==> config.mk <==
export PLATFORM = sky130hd
export DESIGN_NAME = bpsk_demod_flat
export DESIGN_NICKNAME = d
export VERILOG_FILES = /design/src/rtl/bpsk_demod_if.sv /design/src/rtl/bpsk_demod.sv /design/src/flat_wrapper.sv
export SDC_FILE = /design/constraint.sdc
export NUM_CORES = 1
export LEC_CHECK = 0
export CAP_MARGIN = 25
export CORE_MARGIN = 1.5
export CORE_UTILIZATION = 60
export DETAILED_ROUTE_END_ITERATION = 8
export DONT_BUFFER_PORTS = 1
export GPL_TIMING_DRIVEN = 0
export PLACE_DENSITY = 0.76
export SLEW_MARGIN = 40
export SYNTH_ARGS = -nofsm -noshare
export SYNTH_HDL_FRONTEND = slang
export SYNTH_SLANG_ARGS = --single-unit
==> constraint.sdc <==
create_clock -name clk -period 4.47 [get_ports clk]
set_input_delay 0.2235 -clock clk [delete_from_list [all_inputs] [get_ports clk]]
set_output_delay 0.2235 -clock clk [all_outputs]
set_load 0.02 [all_outputs]
==> src/rtl/bpsk_demod_if.sv <==
// ----------------------------------------------------------------------------
// bpsk_demod_if
//   Bundles the sample stream into the BPSK demodulator and its decision
//   outputs.
//
//   Sample side (driven by the source):
//     start         one-cycle frame-alignment pulse
//     sample_in     modulated carrier sample, offset binary
//     sample_valid  sample_in is accepted in any cycle where this is high
//   Decision side (driven by the demodulator):
//     bit_out       last decided bit (held between pulses)
//     bit_valid     one-cycle pulse, bit_out is new
//     data_out      last complete recovered byte (held between pulses)
//     byte_valid    one-cycle pulse, data_out is new
//     busy          high while the demodulator is running
//     tie_err       sticky zero-correlation flag
//     dbg_state     current FSM state (0 = IDLE, 1 = RUN)
//
//   Handshake: sample_valid is a qualifier only; there is no ready, the
//   demodulator accepts a sample in every cycle where sample_valid is high.
//   bit_valid/byte_valid are single-cycle strobes with no back-pressure.
// ----------------------------------------------------------------------------
interface bpsk_demod_if #(
    parameter int SAMPLE_W = 8
);
    logic                start;
    logic [SAMPLE_W-1:0] sample_in;
    logic                sample_valid;
    logic                bit_out;
    logic                bit_valid;
    logic [7:0]          data_out;
    logic                byte_valid;
    logic                busy;
    logic                tie_err;
    logic                dbg_state;

    modport master (
        output start, sample_in, sample_valid,
        input  bit_out, bit_valid, data_out, byte_valid, busy, tie_err, dbg_state
    );

    modport slave (
        input  start, sample_in, sample_valid,
        output bit_out, bit_valid, data_out, byte_valid, busy, tie_err, dbg_state
    );
endinterface

==> src/rtl/bpsk_demod.sv <==
// ----------------------------------------------------------------------------
// bpsk_demod
//   Coherent BPSK demodulator for an externally aligned sample stream.
//   Each bit period of SAMPLES_PER_BIT samples is correlated against a
//   square reference (+1 for the first half of the period, -1 for the
//   second). A positive correlation decides bit 1. Bits are packed MSB-first
//   into bytes; frames follow each other without needing a new start.
//
//   Ports:
//     clk    system clock, rising edge
//     reset  asynchronous, active-low reset
//     bus    bpsk_demod_if slave modport (sample stream in, decisions out)
// ----------------------------------------------------------------------------
module bpsk_demod #(
    parameter int SAMPLES_PER_BIT = 16,
    parameter int SAMPLE_W        = 8,
    parameter int ACC_W           = $clog2(SAMPLES_PER_BIT) + SAMPLE_W + 1
) (
    input  logic         clk,
    input  logic         reset,
    bpsk_demod_if.slave  bus
);

    localparam int PH_W = $clog2(SAMPLES_PER_BIT);
    localparam logic [PH_W-1:0] PH_LAST = PH_W'(SAMPLES_PER_BIT - 1);
    localparam logic [PH_W-1:0] PH_HALF = PH_W'(SAMPLES_PER_BIT / 2);
    // Offset-binary midpoint, one bit wider than a sample.
    localparam logic [SAMPLE_W:0] MID = {2'b01, {(SAMPLE_W-1){1'b0}}};

    typedef enum logic {
        IDLE = 1'b0,
        RUN  = 1'b1
    } state_t;

    state_t                  state_q, state_d;
    logic [PH_W-1:0]         phase_q;
    logic signed [ACC_W-1:0] acc_q;
    logic [7:0]              shift_q;
    logic [2:0]              bit_cnt_q;
    logic                    bit_out_q, bit_valid_q;
    logic [7:0]              data_out_q;
    logic                    byte_valid_q;
    logic                    tie_err_q;

    // Datapath signals for the sample being accepted this cycle.
    logic                    take;
    logic [PH_W-1:0]         phase_eff;
    logic signed [ACC_W-1:0] acc_eff;
    logic signed [SAMPLE_W:0] s;
    logic signed [ACC_W-1:0] s_ext;
    logic signed [ACC_W-1:0] acc_next;
    logic                    last;
    logic                    bit_dec;
    logic [7:0]              shift_next;

    // ------------------------------------------------------------------
    // FSM: next state and sample acceptance
    // ------------------------------------------------------------------
    always_comb begin
        state_d = state_q;
        take    = 1'b0;
        case (state_q)
            IDLE: begin
                if (bus.start) begin
                    state_d = RUN;
                    // A sample arriving with start is phase 0 of the frame.
                    take    = bus.sample_valid;
                end
            end
            RUN: begin
                take = bus.sample_valid;
            end
            default: state_d = IDLE;
        endcase
    end

    always_ff @(posedge clk or negedge reset) begin
        if (!reset) begin
            state_q <= IDLE;
        end else begin
            state_q <= state_d;
        end
    end

    // ------------------------------------------------------------------
    // Correlator arithmetic
    // ------------------------------------------------------------------
    always_comb begin
        // start re-aligns: the coincident sample sees phase 0 and a zero
        // accumulator regardless of what was in flight.
        phase_eff  = bus.start ? '0 : phase_q;
        acc_eff    = bus.start ? '0 : acc_q;
        s          = $signed({1'b0, bus.sample_in} - MID);
        s_ext      = {{(ACC_W-SAMPLE_W-1){s[SAMPLE_W]}}, s};
        acc_next   = (phase_eff < PH_HALF) ? (acc_eff + s_ext) : (acc_eff - s_ext);
        last       = (phase_eff == PH_LAST);
        bit_dec    = (acc_next > 0);
        shift_next = {shift_q[6:0], bit_dec};
    end

    // ------------------------------------------------------------------
    // Accumulator, phase, bit/byte assembly and outputs
    // ------------------------------------------------------------------
    always_ff @(posedge clk or negedge reset) begin
        if (!reset) begin
            phase_q      <= '0;
            acc_q        <= '0;
            shift_q      <= '0;
            bit_cnt_q    <= '0;
            bit_out_q    <= 1'b0;
            bit_valid_q  <= 1'b0;
            data_out_q   <= '0;
            byte_valid_q <= 1'b0;
            tie_err_q    <= 1'b0;
        end else begin
            bit_valid_q  <= 1'b0;
            byte_valid_q <= 1'b0;

            // Restart alignment; discards the partial byte and bit.
            // An accepted sample below overrides phase/acc as needed.
            if (bus.start) begin
                phase_q   <= '0;
                acc_q     <= '0;
                shift_q   <= '0;
                bit_cnt_q <= '0;
                tie_err_q <= 1'b0;
            end

            if (take) begin
                if (last) begin
                    // last can never coincide with start (phase_eff is 0 then),
                    // so bit_cnt_q/shift_q here belong to the running frame.
                    phase_q     <= '0;
                    acc_q       <= '0;
                    bit_out_q   <= bit_dec;
                    bit_valid_q <= 1'b1;
                    shift_q     <= shift_next;
                    if (acc_next == 0) begin
                        tie_err_q <= 1'b1;
                    end
                    if (bit_cnt_q == 3'd7) begin
                        data_out_q   <= shift_next;
                        byte_valid_q <= 1'b1;
                        bit_cnt_q    <= '0;
                    end else begin
                        bit_cnt_q <= bit_cnt_q + 3'd1;
                    end
                end else begin
                    phase_q <= phase_eff + PH_W'(1);
                    acc_q   <= acc_next;
                end
            end
        end
    end

    assign bus.bit_out    = bit_out_q;
    assign bus.bit_valid  = bit_valid_q;
    assign bus.data_out   = data_out_q;
    assign bus.byte_valid = byte_valid_q;
    assign bus.busy       = (state_q == RUN);
    assign bus.tie_err    = tie_err_q;
    assign bus.dbg_state  = (state_q == RUN);

endmodule

==> src/flat_wrapper.sv <==
// flat-port wrapper written by rule: the top's interface ports become plain ports
module bpsk_demod_flat 
#(
    parameter int SAMPLES_PER_BIT = 16,
    parameter int SAMPLE_W        = 8,
    parameter int ACC_W           = $clog2(SAMPLES_PER_BIT) + SAMPLE_W + 1
)
  (clk, reset, bus_start, bus_sample_in, bus_sample_valid, bus_bit_out, bus_bit_valid, bus_data_out, bus_byte_valid, bus_busy, bus_tie_err, bus_dbg_state);
  bpsk_demod_if #(.SAMPLE_W(SAMPLE_W)) bus_i ();
  input  logic clk;
  input  logic reset;
  input wire logic [$bits(bus_i.start)-1:0] bus_start;
  input wire logic [$bits(bus_i.sample_in)-1:0] bus_sample_in;
  input wire logic [$bits(bus_i.sample_valid)-1:0] bus_sample_valid;
  output wire logic [$bits(bus_i.bit_out)-1:0] bus_bit_out;
  output wire logic [$bits(bus_i.bit_valid)-1:0] bus_bit_valid;
  output wire logic [$bits(bus_i.data_out)-1:0] bus_data_out;
  output wire logic [$bits(bus_i.byte_valid)-1:0] bus_byte_valid;
  output wire logic [$bits(bus_i.busy)-1:0] bus_busy;
  output wire logic [$bits(bus_i.tie_err)-1:0] bus_tie_err;
  output wire logic [$bits(bus_i.dbg_state)-1:0] bus_dbg_state;
  assign bus_i.start = bus_start;
  assign bus_i.sample_in = bus_sample_in;
  assign bus_i.sample_valid = bus_sample_valid;
  assign bus_bit_out = bus_i.bit_out;
  assign bus_bit_valid = bus_i.bit_valid;
  assign bus_data_out = bus_i.data_out;
  assign bus_byte_valid = bus_i.byte_valid;
  assign bus_busy = bus_i.busy;
  assign bus_tie_err = bus_i.tie_err;
  assign bus_dbg_state = bus_i.dbg_state;
  bpsk_demod #(.SAMPLES_PER_BIT(SAMPLES_PER_BIT), .SAMPLE_W(SAMPLE_W), .ACC_W(ACC_W)) u_core (.clk(clk), .reset(reset), .bus(bus_i));
endmodule
; ---- Yosys cells after proc, flatten, opt, wreduce, memory -nomap -nowiden
; Cells that the tools add are included.
[totals]
regBits = 41
in_bits = 12
out_inout_bits = 14
elab_cells = 50
[op_classes]
add_sub_neg = 5
n_lt_le_gt_ge = 2
eq_ne = 2
mux = 27
bitwise = 1
n_reduce_logical = 3
[ops]
columns = cell, n
row1 = $mux W13, 4
row2 = $logic_not A32 Y1, 1
row3 = $mux W8, 3
row4 = $add A13 B9 Y13, 1
row5 = $gt A13 B1 Y1 const B, 1
row6 = $sub A13 B9 Y13, 1
row7 = $mux W1, 12
row8 = $mux W3, 4
row9 = $mux W4, 3
row10 = $sub A8 B8 Y9 const B, 1
row11 = $add A4 B1 Y4 const B, 1
row12 = $eq A4 B4 Y1 const B, 1
row13 = $lt A4 B4 Y1 const B, 1
row14 = $add A3 B1 Y3 const B, 1
row15 = $eq A3 B3 Y1 const B, 1
row16 = $reduce_and A3 Y1, 1
row17 = $pmux W1 S2, 1
row18 = $reduce_and A2 Y1, 1
row19 = $not A1 Y1, 1

; ---- Logic depth before layout (Yosys ltp)
; Gate-level depths: netlist (run 1).
[logic_depth]
depth_word = 7
depth_mapped = 15
mapped_depth_nobuf = 14

; ---- Worst setup path before layout (run 1)
; OpenSTA, ideal clock, no wires.
[synth_path]
kind = input-to-reg
start = input bus_start
end = register u_core.tie_err_q, in the netlist u_core.bus.tie_err
setup_time_ps = 120
t_arrival_ps = 2947
t_required_ps = 4350
path_slack_ps = 1404
cell_stages = 12
path_buffers = 3
path_cell_list = clkbuf_1 buf_8 clkbuf_1 nor2_1 fa_1 a211oi_2 o31ai_4 a31o_4 o311a_1 nor4_1 nor4_2 a31o_1
[synth_between]
elab_chain_cells = 7
elab_cells_between_ends = 14
classes_between = add/sub: 2 / order compare: 1 / eq/ne: 1 / mux: 9 / reduce/logical: 1
[synth_rtl]
columns = element, line
row1 = "start, declared", flat_wrapper.sv:12  ; input wire logic [$bits(bus_i.start)-1:0] bus_start;
row2 = $mux W13 or $mux W4 (tied branches), n/a
row3 = "$sub A13 B9 Y13, or another cell as far along", bpsk_demod.sv:95  ; acc_next = (phase_eff < PH_HALF) ? (acc_eff + s_ext) : (acc_eff - s_ext);
row4 = $mux W13, bpsk_demod.sv:95
row5 = $logic_not A32 Y1, bpsk_demod.sv:138  ; if (acc_next == 0) begin
row6 = $mux W1, bpsk_demod.sv:138
row7 = $mux W1, bpsk_demod.sv:130  ; if (last) begin
row8 = $mux W1 (*), bpsk_demod.sv:129  ; if (take) begin
row9 = "end signal, assigned", bpsk_demod.sv:114  ; tie_err_q <= 1'b0;
row10 = "end signal, assigned", bpsk_demod.sv:126  ; tie_err_q <= 1'b0;
row11 = "end signal, assigned", bpsk_demod.sv:139  ; tie_err_q <= 1'b1;
row12 = "end, declared", bpsk_demod.sv:43  ; logic tie_err_q;
; Mark *: on every way between the ends. The rest lies on a longest branch, timed or not.
; A chain may end at the register's enable or synchronous reset.

; ---- Worst setup path after layout (run 1)
; Same ends and word-level chain as after synthesis.

==> flow_summary_export.csv, run 1 <==
group,metric,value,unit
sta,layout_min_cycle_time,3360,ps
clock_network,clock_path_buffers,2,
logic_synthesis,synth-main-ff-cell,"dfrtp_1",
routing,num_vias,2005,
logic_synthesis,synth_top_area_frac,0.380,
die,placementRows,23,
sta,drv_slew,0,
die,dieArea,0.00479,mm²
layout,final_util,0.682,
logic_synthesis,ys_top_cells_by_area,"dfrtp_1, ha_1, xnor2_1",
logic_synthesis,synth_common_cells,"dfrtp_1, nor2_1, nand2_1",
worst_setup_path,worstSetupPathType,"input pin to flip-flop",
placed_design,pre_cts_ws,783,ps
worst_setup_path,path_max_fanout,10,
logic_synthesis,seq_area_frac_synth,0.380,
logic_synthesis,yosysWarnings,0,
logic_synthesis,yosysMostFrequentCell,"dfrtp_1",
layout,diodes,0,
layout,fillerInstances,330,
worst_setup_path,worst_setup_path_end_kind,"flip-flop",
logic_synthesis,async_flop_share,1.00,
routing,postRouteAntennaNets,0,
logic_synthesis,synth-seq-cells,40,
routing,wl,5.32,mm
layout,area_growth,6.61,%
die,ios,26,
status,status,"finished clean",
worst_setup_path,cp_data_required_time,4650,ps
logic_synthesis,netlist-cell-type-count,55,
clock_network,cts_resized,0,
logic_synthesis,synth.avg_cell_area,9.61,µm²
global_routing,gr-usage-met1,0.335,
clock_network,cts_num_sinks,40,
clock_network,cts_buffers,5,
pwr,peakVddDrop,303,µV
die,core,0.00412,mm²
routing,vias_per_cell,6.02,
global_routing,grt_use_met2,0.381,
worst_setup_path,worstPathArrival,3540,ps
logic_synthesis,syn_area,0.00263,mm²
logic_synthesis,syn_inst,274,
sta,fin_crit_sh,0.753,
die,start_util,0.640,
global_routing,grt_pass1_vias,1894,
placed_design,place.gp.congestion,0.815,
clock_network,cts_tree,"yes",
clock_network,cts_hold_buf,2,
global_routing,antenna_found_initial,0,
sta,rsz0062_at_grt,"false",
sta,setup_violations,0,
clock_network,post_cts_buffers,0,
clock_network,clkLatencyLatePin,290,ps
die,die_y,69.2,µm
global_routing,grt_max_degree,41,
routing,wl_per_cell,16.0,µm
global_routing,met3_usage,0.0465,
clock_network,htreeDepth,2,
run,drv_cap,0,
clock_network,root_buffer,"clkbuf_8",
clock_network,cts.clk_slew.worst_paths,70,ps
logic_synthesis,synth_edf_count,0,
sta,fin_skew,7.99,ps
die,die_w,69.2,µm
routing,drt-initial-drc-count,142,
sta,worst_slew_pin_slew,689,ps
sta,layout_setup_ws,1110,ps
global_routing,overflow,0,
sta,hold_viol,0,
worst_setup_path,worst_setup_path_start_kind,"input pin",
layout,fin_nets,312,
pwr,pwr_density_cell,349,mW/mm²
layout,drive_gt1_frac,0.134,
sta,tns,0,ps
global_routing,grtUsageTotal,0.237,
routing,drcViolationCount,0,
logic_synthesis,synth_top_area_cell,"dfrtp_1",
sta,max_slew_margin,0.540,
pwr,p_leak,1.29,nW
routing,drt_pass1_iterations,4,
placed_design,hpwl,3.98,mm
placed_design,io_buffers,0,
min_path,hp-class,"input pin to flip-flop",
logic_synthesis,syn_nets,303,
global_routing,grt_first_pass_wirelength,9.24,mm
global_routing,grt-busiest-layer,"met2",
sta,fmax,297,MHz
==> report_power, final <==
group          leakage, nW  switching, W  total, W  internal [W]
Combinational        0.724      0.000194  0.000345      0.000151
Clock               0.0400      0.000122  0.000227      0.000106
Sequential           0.528     0.0000101  0.000408      0.000398
Total                 1.29      0.000326  0.000980      0.000654
==> worst paths after layout <==
kind,start,end,slack (ps),depth (start not counted)
hold / removal,bus_start,u_core.bus.busy$_DFF_PN0_,60,1
hold reg to reg,u_core.shift_q[6]$_DFF_PN0_,u_core.bus.data_out[7]$_DFFE_PN0P_,520,1
min in group asynchronous,reset,u_core.shift_q[3]$_DFF_PN0_,400,2
max in group asynchronous,reset,u_core.phase_q[1]$_DFF_PN0_,3880,2
setup / recovery,bus_start,u_core.bus.tie_err$_DFF_PN0_,1110,12
setup reg to reg,u_core.phase_q[3]$_DFF_PN0_,u_core.bus.bit_out$_DFFE_PN0P_,1160,11
==> critical path: stages <==
cell and delay, ps:
clkbuf_1 330, buf_8 190, clkbuf_1 390, nor2_1 180, fa_1 500, a211oi_2 310
o31ai_4 150, a31o_4 290, o311a_1 120, nor4_1 460, nor4_2 160, a31o_1 240
==> state kept, by name (all words and copies together), names as in the netlist <==
| signal | count |
|---|---|
| u_core.bit_cnt_q | 3 |
| u_core.shift_q | 7 |
| u_core.bus.busy | 1 |
| u_core.bus.data_out | 8 |
| u_core.bus.bit_valid | 1 |
| u_core.bus.bit_out | 1 |
| u_core.phase_q | 4 |
| u_core.bus.byte_valid | 1 |
| u_core.bus.tie_err | 1 |
| u_core.acc_q | 13 |
==> logic make-up after synthesis <==
family,Yosys count,synth area share
xor gates and xnor gates,19,0.0632
AOI/OAI and AO/OA,62,0.168
buffers and inverters,29,0.0613
DFF,40,0.380
muxes,11,0.0456
and+or+nand+nor,96,0.198
adders and majority gates,17,0.0836
==> per-layer routing <==
layer  up-vias  part of all wire
met2        42              0.47
met5         -                 0
li1        985                 -
met1       975              0.48
met4         0            0.0030
met3         3             0.044
==> stage by stage <==
stage | cell area [µm²] | power [W] | instances | hold slack, ps
2_1_floorplan | 2630 | 0.000690 | 274 | -72.1
3_3_place_gp | 2700 | 0.000740 | 324 | -71.4
3_5_place_dp | 2700 | 0.000748 | 324 | -71.3
4_1_cts | 2810 | 0.000984 | 333 | 65.2
5_1_grt | 2810 | 0.00104 | 333 | 57.0
6_report | 2810 | 0.000980 | 333 | 64.5
==> layout make-up <==
cell class | count | area (µm²) | share of cell area
Timing Repair Buffer | 2 | 30.0 | 0.0107
Buffer | 13 | 101 | 0.0361
Tap cell | 50 | 62.6 | 0.0223
Inverter | 16 | 60.1 | 0.0214
Sequential cell | 40 | 1000 | 0.357
Multi-Input combinational cell | 205 | 1470 | 0.524
Clock inverter | 2 | 12.5 | 0.00446
Clock buffer | 5 | 68.8 | 0.0245
==> placed cells by master (no fill, tap or decap), types with 4 or more instances in the layout <==
cell type,n
clkbuf_1,6
a21oi_1,18
a31o_2,4
dfrtp_1,40
clkbuf_8,8
o21ai_0,11
ha_1,16
nand2_1,20
nor2b_1,12
nand2b_1,12
inv_1,16
xnor2_1,11
nor2_1,22
mux2_2,8
nand3_1,5
o32ai_1,8
xor2_1,8
Note: power is estimated with default switching activity, not from simulation.
==> inputs of run 2 (changes only) <==
--- a/config.mk
+++ b/config.mk
@@ -7,11 +7,11 @@
 export LEC_CHECK = 0
 export CAP_MARGIN = 25
 export CORE_MARGIN = 1.5
-export CORE_UTILIZATION = 60
+export CORE_UTILIZATION = 57
 export DETAILED_ROUTE_END_ITERATION = 8
 export DONT_BUFFER_PORTS = 1
 export GPL_TIMING_DRIVEN = 0
-export PLACE_DENSITY = 0.76
+export PLACE_DENSITY = 0.75
 export SLEW_MARGIN = 40
 export SYNTH_ARGS = -nofsm -noshare
 export SYNTH_HDL_FRONTEND = slang
==> constraint.sdc (replaced) <==
create_clock -name clk -period 2.9 [get_ports clk]
set_input_delay 0.145 -clock clk [delete_from_list [all_inputs] [get_ports clk]]
set_output_delay 0.145 -clock clk [all_outputs]
set_load 0.02 [all_outputs]
==> flow_summary_export.csv, run 2 (synthesized netlist as in run 1, its figures left out) <==
group,metric,value,unit
status,status,"complete, but fails checks",
status,violations,"negative setup slack",
sta,hold_viol,0,
die,die_y,71.0,µm
layout,diodes,0,
pwr,swShare,0.329,
sta,worst_slew_pin_slew,773,ps
clock_network,cts_buffers,5,
clock_network,cts.clk_slew.worst_paths,70,ps
sta,fin_crit_sh,1.03,
placed_design,place_area,0.00270,mm²
sta,drv_slew,0,
min_path,holdPathEnd,"u_core.acc_q[0]$_DFF_PN0_",
pwr,p_leak,1.45,nW
sta,fmax,334,MHz
clock_network,clkLatencyLatePin,290,ps
die,ios,26,
min_path,min_from,"bus_sample_in[0]",
pwr,p_seq_frac,0.365,
global_routing,grt_max_degree,41,
worst_setup_path,path_max_fanout,4,
layout,area_growth,22.7,%
routing,drcViolationCount,0,
pwr,p_int,0.00116,W
global_routing,grtUsageTotal,0.259,
worst_setup_path,worstSetupPathType,"flip-flop to flip-flop",
global_routing,grt_pass1_vias,2192,
pwr,combPwrFrac,0.420,
run,drv_cap,0,
routing,wl,5.99,mm
pwr,pwr-share-clk,0.215,
min_path,holdPathStages,2,
layout,fin_nets,337,
layout,layout_common_cells,"dfrtp_1, buf_4, nand2_1, nor2_1, inv_1",
placed_design,hpwl,4.07,mm
sta,fin_skew,1.49,ps
clock_network,root_buffer,"clkbuf_8",
worst_setup_path,worst_setup_path_start_kind,"flip-flop",
die,dieArea,0.00504,mm²
worst_setup_path,r2r_start,"u_core.phase_q[3]$_DFF_PN0_",
layout,design_area,0.00323,mm²
sta,layout_setup_ws,-94.3,ps
routing,num_vias,2117,
clock_network,cts_tree,"yes",
die,die_w,71.0,µm
worst_setup_path,worstPathArrival,3170,ps
clock_network,htreeDepth,2,
sta,tns,-177,ps
sta,layout_min_cycle_time,2990,ps
min_path,hp-class,"input pin to flip-flop",
sta,setup_violations,5,
placed_design,io_buffers,0,
worst_setup_path,worst_r2r_path_depth,13,
pwr,power,0.00173,W
layout,drive_gt1_frac,0.307,
worst_setup_path,reg2reg_slack,-90,ps
sta,rsz0062_at_grt,"true",
routing,drt_pass1_iterations,4,
pwr,peakVddDrop,274,µV
pwr,p_switching,0.000571,W
pwr,pwr_density_cell,537,mW/mm²
routing,vias_per_cell,5.86,
placed_design,place.gp.congestion,0.856,
global_routing,grt_first_pass_wirelength,10.2,mm
routing,wl_per_cell,16.6,µm
global_routing,antenna_found_initial,0,
worst_setup_path,cp_data_required_time,3080,ps
clock_network,cts_num_sinks,40,
layout,final_common_cell,"dfrtp_1",
die,core,0.00441,mm²
die,start_util,0.596,
sta,max_slew_margin,0.480,
global_routing,overflow,0,
die,placementRows,24,
clock_network,clock_path_buffers,2,
worst_setup_path,worst_r2r_endpoint,"u_core.bus.tie_err$_DFF_PN0_",
layout,largest_register_ffs,13,
routing,drt-initial-drc-count,94,
routing,postRouteAntennaNets,0,
layout,top_register,"u_core.acc_q",
worst_setup_path,worst_setup_path_end_kind,"flip-flop",
## run 2: what timing repair did
item                                    CTS  global route
pin swaps                                13            12
endpoints found under the setup margin    5             6
resized for setup                        34            12
hold buffers                              3             0
setup buffers                            17             7
endpoints found under the hold margin    41             0
## run 2: worst max path at each step
stage                                startpoint                                 end  slack, ps  cells past startpoint
floorplan                             bus_start        u_core.bus.tie_err$_DFF_PN0_         30                     12
global placement               bus_sample_in[0]  u_core.bus.data_out[0]$_DFFE_PN0P_       -600                     15
detailed placement             bus_sample_in[0]  u_core.bus.data_out[0]$_DFFE_PN0P_       -680                     15
CTS                 u_core.phase_q[3]$_DFF_PN0_        u_core.bus.tie_err$_DFF_PN0_        -40                     14
global route        u_core.phase_q[3]$_DFF_PN0_        u_core.bus.tie_err$_DFF_PN0_       -230                     13
finish              u_core.phase_q[3]$_DFF_PN0_        u_core.bus.tie_err$_DFF_PN0_        -90                     13
## run 2: per-layer routing
layer,vias up,global-route usage,share of wire
met2,47,0.463,0.52
met5,-,0,0
met3,7,0.0513,0.037
met1,1036,0.311,0.43
met4,0,0.0839,0.012
li1,1027,-,-
## run 2: through the flow
step	cells	setup WS (ps)	utilization	hold slack, ps
floorplan	274	34.5	-	-151
global placement	326	-600	0.611	-150
detailed placement	326	-685	0.611	-150
CTS	354	-36.5	0.703	83.2
global route	361	-233	0.732	110
finish	361	-94.3	0.732	92.9
## run 2: cell type report
type                            count  area (µm²)
Multi-Input combinational cell    205        1690
Fill cell                         310        1180
Sequential cell                    40        1000
Timing Repair Buffer               27         220
Buffer                             13         105
Clock buffer                        8        90.1
Tap cell                           52        65.1
Inverter                           16        60.1
## run 2: power by group through the flow
stage               combinational, W  clock (W)  sequential (W)
CTS                         0.000665   0.000382        0.000631
global placement            0.000500          0        0.000638
finish                      0.000728   0.000373        0.000633
detailed placement          0.000513          0        0.000640
floorplan                   0.000428          0        0.000635
global route                0.000795   0.000400        0.000637
## run 2: worst max-delay path: stages, from the launching register on
cell and delay (ps):
dfrtp_2 430, buf_4 150, nand2b_4 110, o31ai_1 100
xor2_1 170, ha_2 330, a21o_1 200, a21oi_2 160
a21oi_2 130, o311a_4 340, nor4_4 310, nor4_4 80
buf_4 170, a31o_1 210
==> inputs of run 3 (changes only) <==
--- a/config.mk
+++ b/config.mk
@@ -7,11 +7,10 @@
 export LEC_CHECK = 0
 export CAP_MARGIN = 25
 export CORE_MARGIN = 1.5
-export CORE_UTILIZATION = 57
+export CORE_UTILIZATION = 30
 export DETAILED_ROUTE_END_ITERATION = 8
 export DONT_BUFFER_PORTS = 1
 export GPL_TIMING_DRIVEN = 0
-export PLACE_DENSITY = 0.75
 export SLEW_MARGIN = 40
 export SYNTH_ARGS = -nofsm -noshare
 export SYNTH_HDL_FRONTEND = slang
==> constraint.sdc (replaced) <==
create_clock -name clk -period 2.9 [get_ports clk]
set_input_delay 0.435 -clock clk [delete_from_list [all_inputs] [get_ports clk]]
set_output_delay 0.435 -clock clk [all_outputs]
set_load 0.02 [all_outputs]
==> flow_summary_export.csv, run 3 (synthesized netlist as in run 1, its figures left out) <==
group,metric,value,unit
sta,fin_crit_sh,1.01,
worst_setup_path,cp_data_required_time,3080,ps
sta,layout_setup_ws,-35.8,ps
sta,fmax,341,MHz
worst_setup_path,worst_setup_path_start_kind,"flip-flop",
die,placementRows,33,
worst_setup_path,crit_chain,"buf_4, nand2b_4, mux2i_4, fa_2, a211oi_4, o31ai_4, a31o_4, mux2i_2, nor4_4, nor4_4, buf_4, a31o_1",
routing,num_vias,2112,
routing,wl_per_cell,16.0,µm
worst_setup_path,path_max_fanout,4,
layout,drive_gt1_frac,0.346,
routing,wl_met1,3.16,mm
die,start_util,0.316,
run,drv_cap,0,
placed_design,hpwl,4.26,mm
worst_setup_path,r2r_start,"u_core.phase_q[3]$_DFF_PN0_",
global_routing,grtUsageTotal,0.135,
worst_setup_path,critPathSlowestCell,"fa_2",
routing,drt-initial-drc-count,72,
worst_setup_path,crit_path_start,"u_core.phase_q[3]$_DFF_PN0_",
clock_network,clkLatencyLatePin,300,ps
global_routing,grt_pass1_vias,2132,
global_routing,grt_max_degree,41,
placed_design,io_buffers,0,
layout,layout_common_cells,"dfrtp_1, buf_4, nand2_1, nor2_1, inv_1",
worst_setup_path,worstSetupPathType,"flip-flop to flip-flop",
layout,largest_register_ffs,13,
sta,hold_viol,0,
layout,final_common_cell,"dfrtp_1",
sta,drv_slew,0,
layout,final_util,0.411,
sta,hold_slack,264,ps
routing,vias_per_cell,5.10,
clock_network,cts_tree,"yes",
layout,top_register,"u_core.acc_q",
die,ios,26,
sta,fin_skew,9.23,ps
worst_setup_path,worst_setup_path_end_kind,"flip-flop",
worst_setup_path,critPathMaxStageDelay,380,ps
sta,max_slew_margin,0.609,
status,status,"complete, but fails checks",
pwr,p_leak,1.49,nW
layout,design_area,0.00343,mm²
clock_network,cts.clk_slew.worst_paths,80,ps
die,core,0.00834,mm²
routing,postRouteAntennaNets,0,
global_routing,antenna_found_initial,0,
die,die_w,96.7,µm
pwr,peakVddDrop,227,µV
routing,wl,6.62,mm
sta,rsz0062_at_grt,"true",
layout,area_growth,30.4,%
die,dieArea,0.00935,mm²
clock_network,root_buffer,"clkbuf_8",
sta,worst_slew_pin_slew,586,ps
placed_design,place.gp.congestion,0.814,
routing,highest_layer,"met4",
global_routing,overflow,0,
placed_design,place_area,0.00282,mm²
clock_network,htreeDepth,2,
routing,met3_length,175,µm
clock_network,cts_num_sinks,40,
layout,diodes,0,
clock_network,cts_buffers,5,
sta,layout_min_cycle_time,2940,ps
worst_setup_path,worstPathArrival,3120,ps
global_routing,grt_first_pass_wirelength,10.3,mm
die,die_y,96.7,µm
layout,fin_nets,337,
status,violations,"negative setup slack",
min_path,min_from,"bus_start",
min_path,hp-class,"input pin to flip-flop",
routing,drcViolationCount,0,
sta,setup_violations,1,
layout,fillerInstances,815,
pwr,power,0.00177,W
routing,drt_pass1_iterations,4,
pwr,pwr_density_cell,517,mW/mm²
clock_network,clock_path_buffers,2,
routing,dr_wl_met2,3.20,mm
==> run 3: changes by cell type in the layout (fill, tap and decap cells not counted), moves of 2 or more <==
cell and change:
ha_4 +6, nor2_1 -2, a21oi_2 -3, ha_2 -2, clkinv_2 +2, a21oi_4 +2
nor2_2 +3, inv_1 -2, clkbuf_1 -3, ha_1 -4
==> run 3: power breakdown <==
| group | switching (W) | leakage [nW] | internal (W) | total [W] |
|---|---|---|---|---|
| sequential | 0.0000168 | 0.528 | 0.000613 | 0.000629 |
| combinational | 0.000392 | 0.911 | 0.000385 | 0.000778 |
| clock | 0.000200 | 0.0479 | 0.000168 | 0.000367 |
==> run 3: layer usage <==
layer | global-route usage | up-vias
met5 | 0 | -
met4 | 0.0424 | 0
met3 | 0.0296 | 8
met2 | 0.217 | 37
met1 | 0.180 | 1040
li1 | - | 1027
==> run 3: area by class of cell <==
class | count | area, µm² | area share
Timing Repair Buffer | 28 | 229 | 0.0667
Clock inverter | 3 | 18.8 | 0.00547
Multi-Input combinational cell | 205 | 1790 | 0.523
Tap cell | 105 | 131 | 0.0383
Inverter | 16 | 77.6 | 0.0226
Clock buffer | 5 | 68.8 | 0.0201
Sequential cell | 40 | 1000 | 0.292
Buffer | 12 | 111 | 0.0324
==> run 3: worst paths after layout <==
check | endpoint | slack [ps] | cells past startpoint
max reg2reg | u_core.bus.tie_err$_DFF_PN0_ | -40 | 12
max | u_core.bus.tie_err$_DFF_PN0_ | -40 | 12
max in group asynchronous | u_core.shift_q[2]$_DFF_PN0_ | 2090 | 2
min in group asynchronous | u_core.phase_q[1]$_DFF_PN0_ | 600 | 2
min reg2reg | u_core.shift_q[1]$_DFF_PN0_ | 520 | 2
min | u_core.bus.busy$_DFF_PN0_ | 260 | 1
==> run 3: stage by stage <==
stage               instances  setup slack (ps)  setup TNS, ps
finish                    414             -35.8          -35.8
global route              414              -132           -318
CTS                       407             -18.8          -32.3
detailed placement        379              -691          -3020
global placement          379              -637          -2890
floorplan                 274             -56.8           -122
==> run 3: critical path, delay by kind of cell (launching register included) <==
kind            cells  cell delay (ps)
compound gates      4              910
simple gates        3              500
mux                 2              380
fa+ha+maj           1              380
flops               1              350
buf+inv             2              300
==> run 3: timing repair <==
action,4_1_cts,5_1_grt
pin swaps,13,13
endpoints found under the hold margin,40,0
buffers inserted,18,9
resized for setup,36,23
gates cloned,0,0
hold buffers,2,0
setup endpoints to repair,5,6
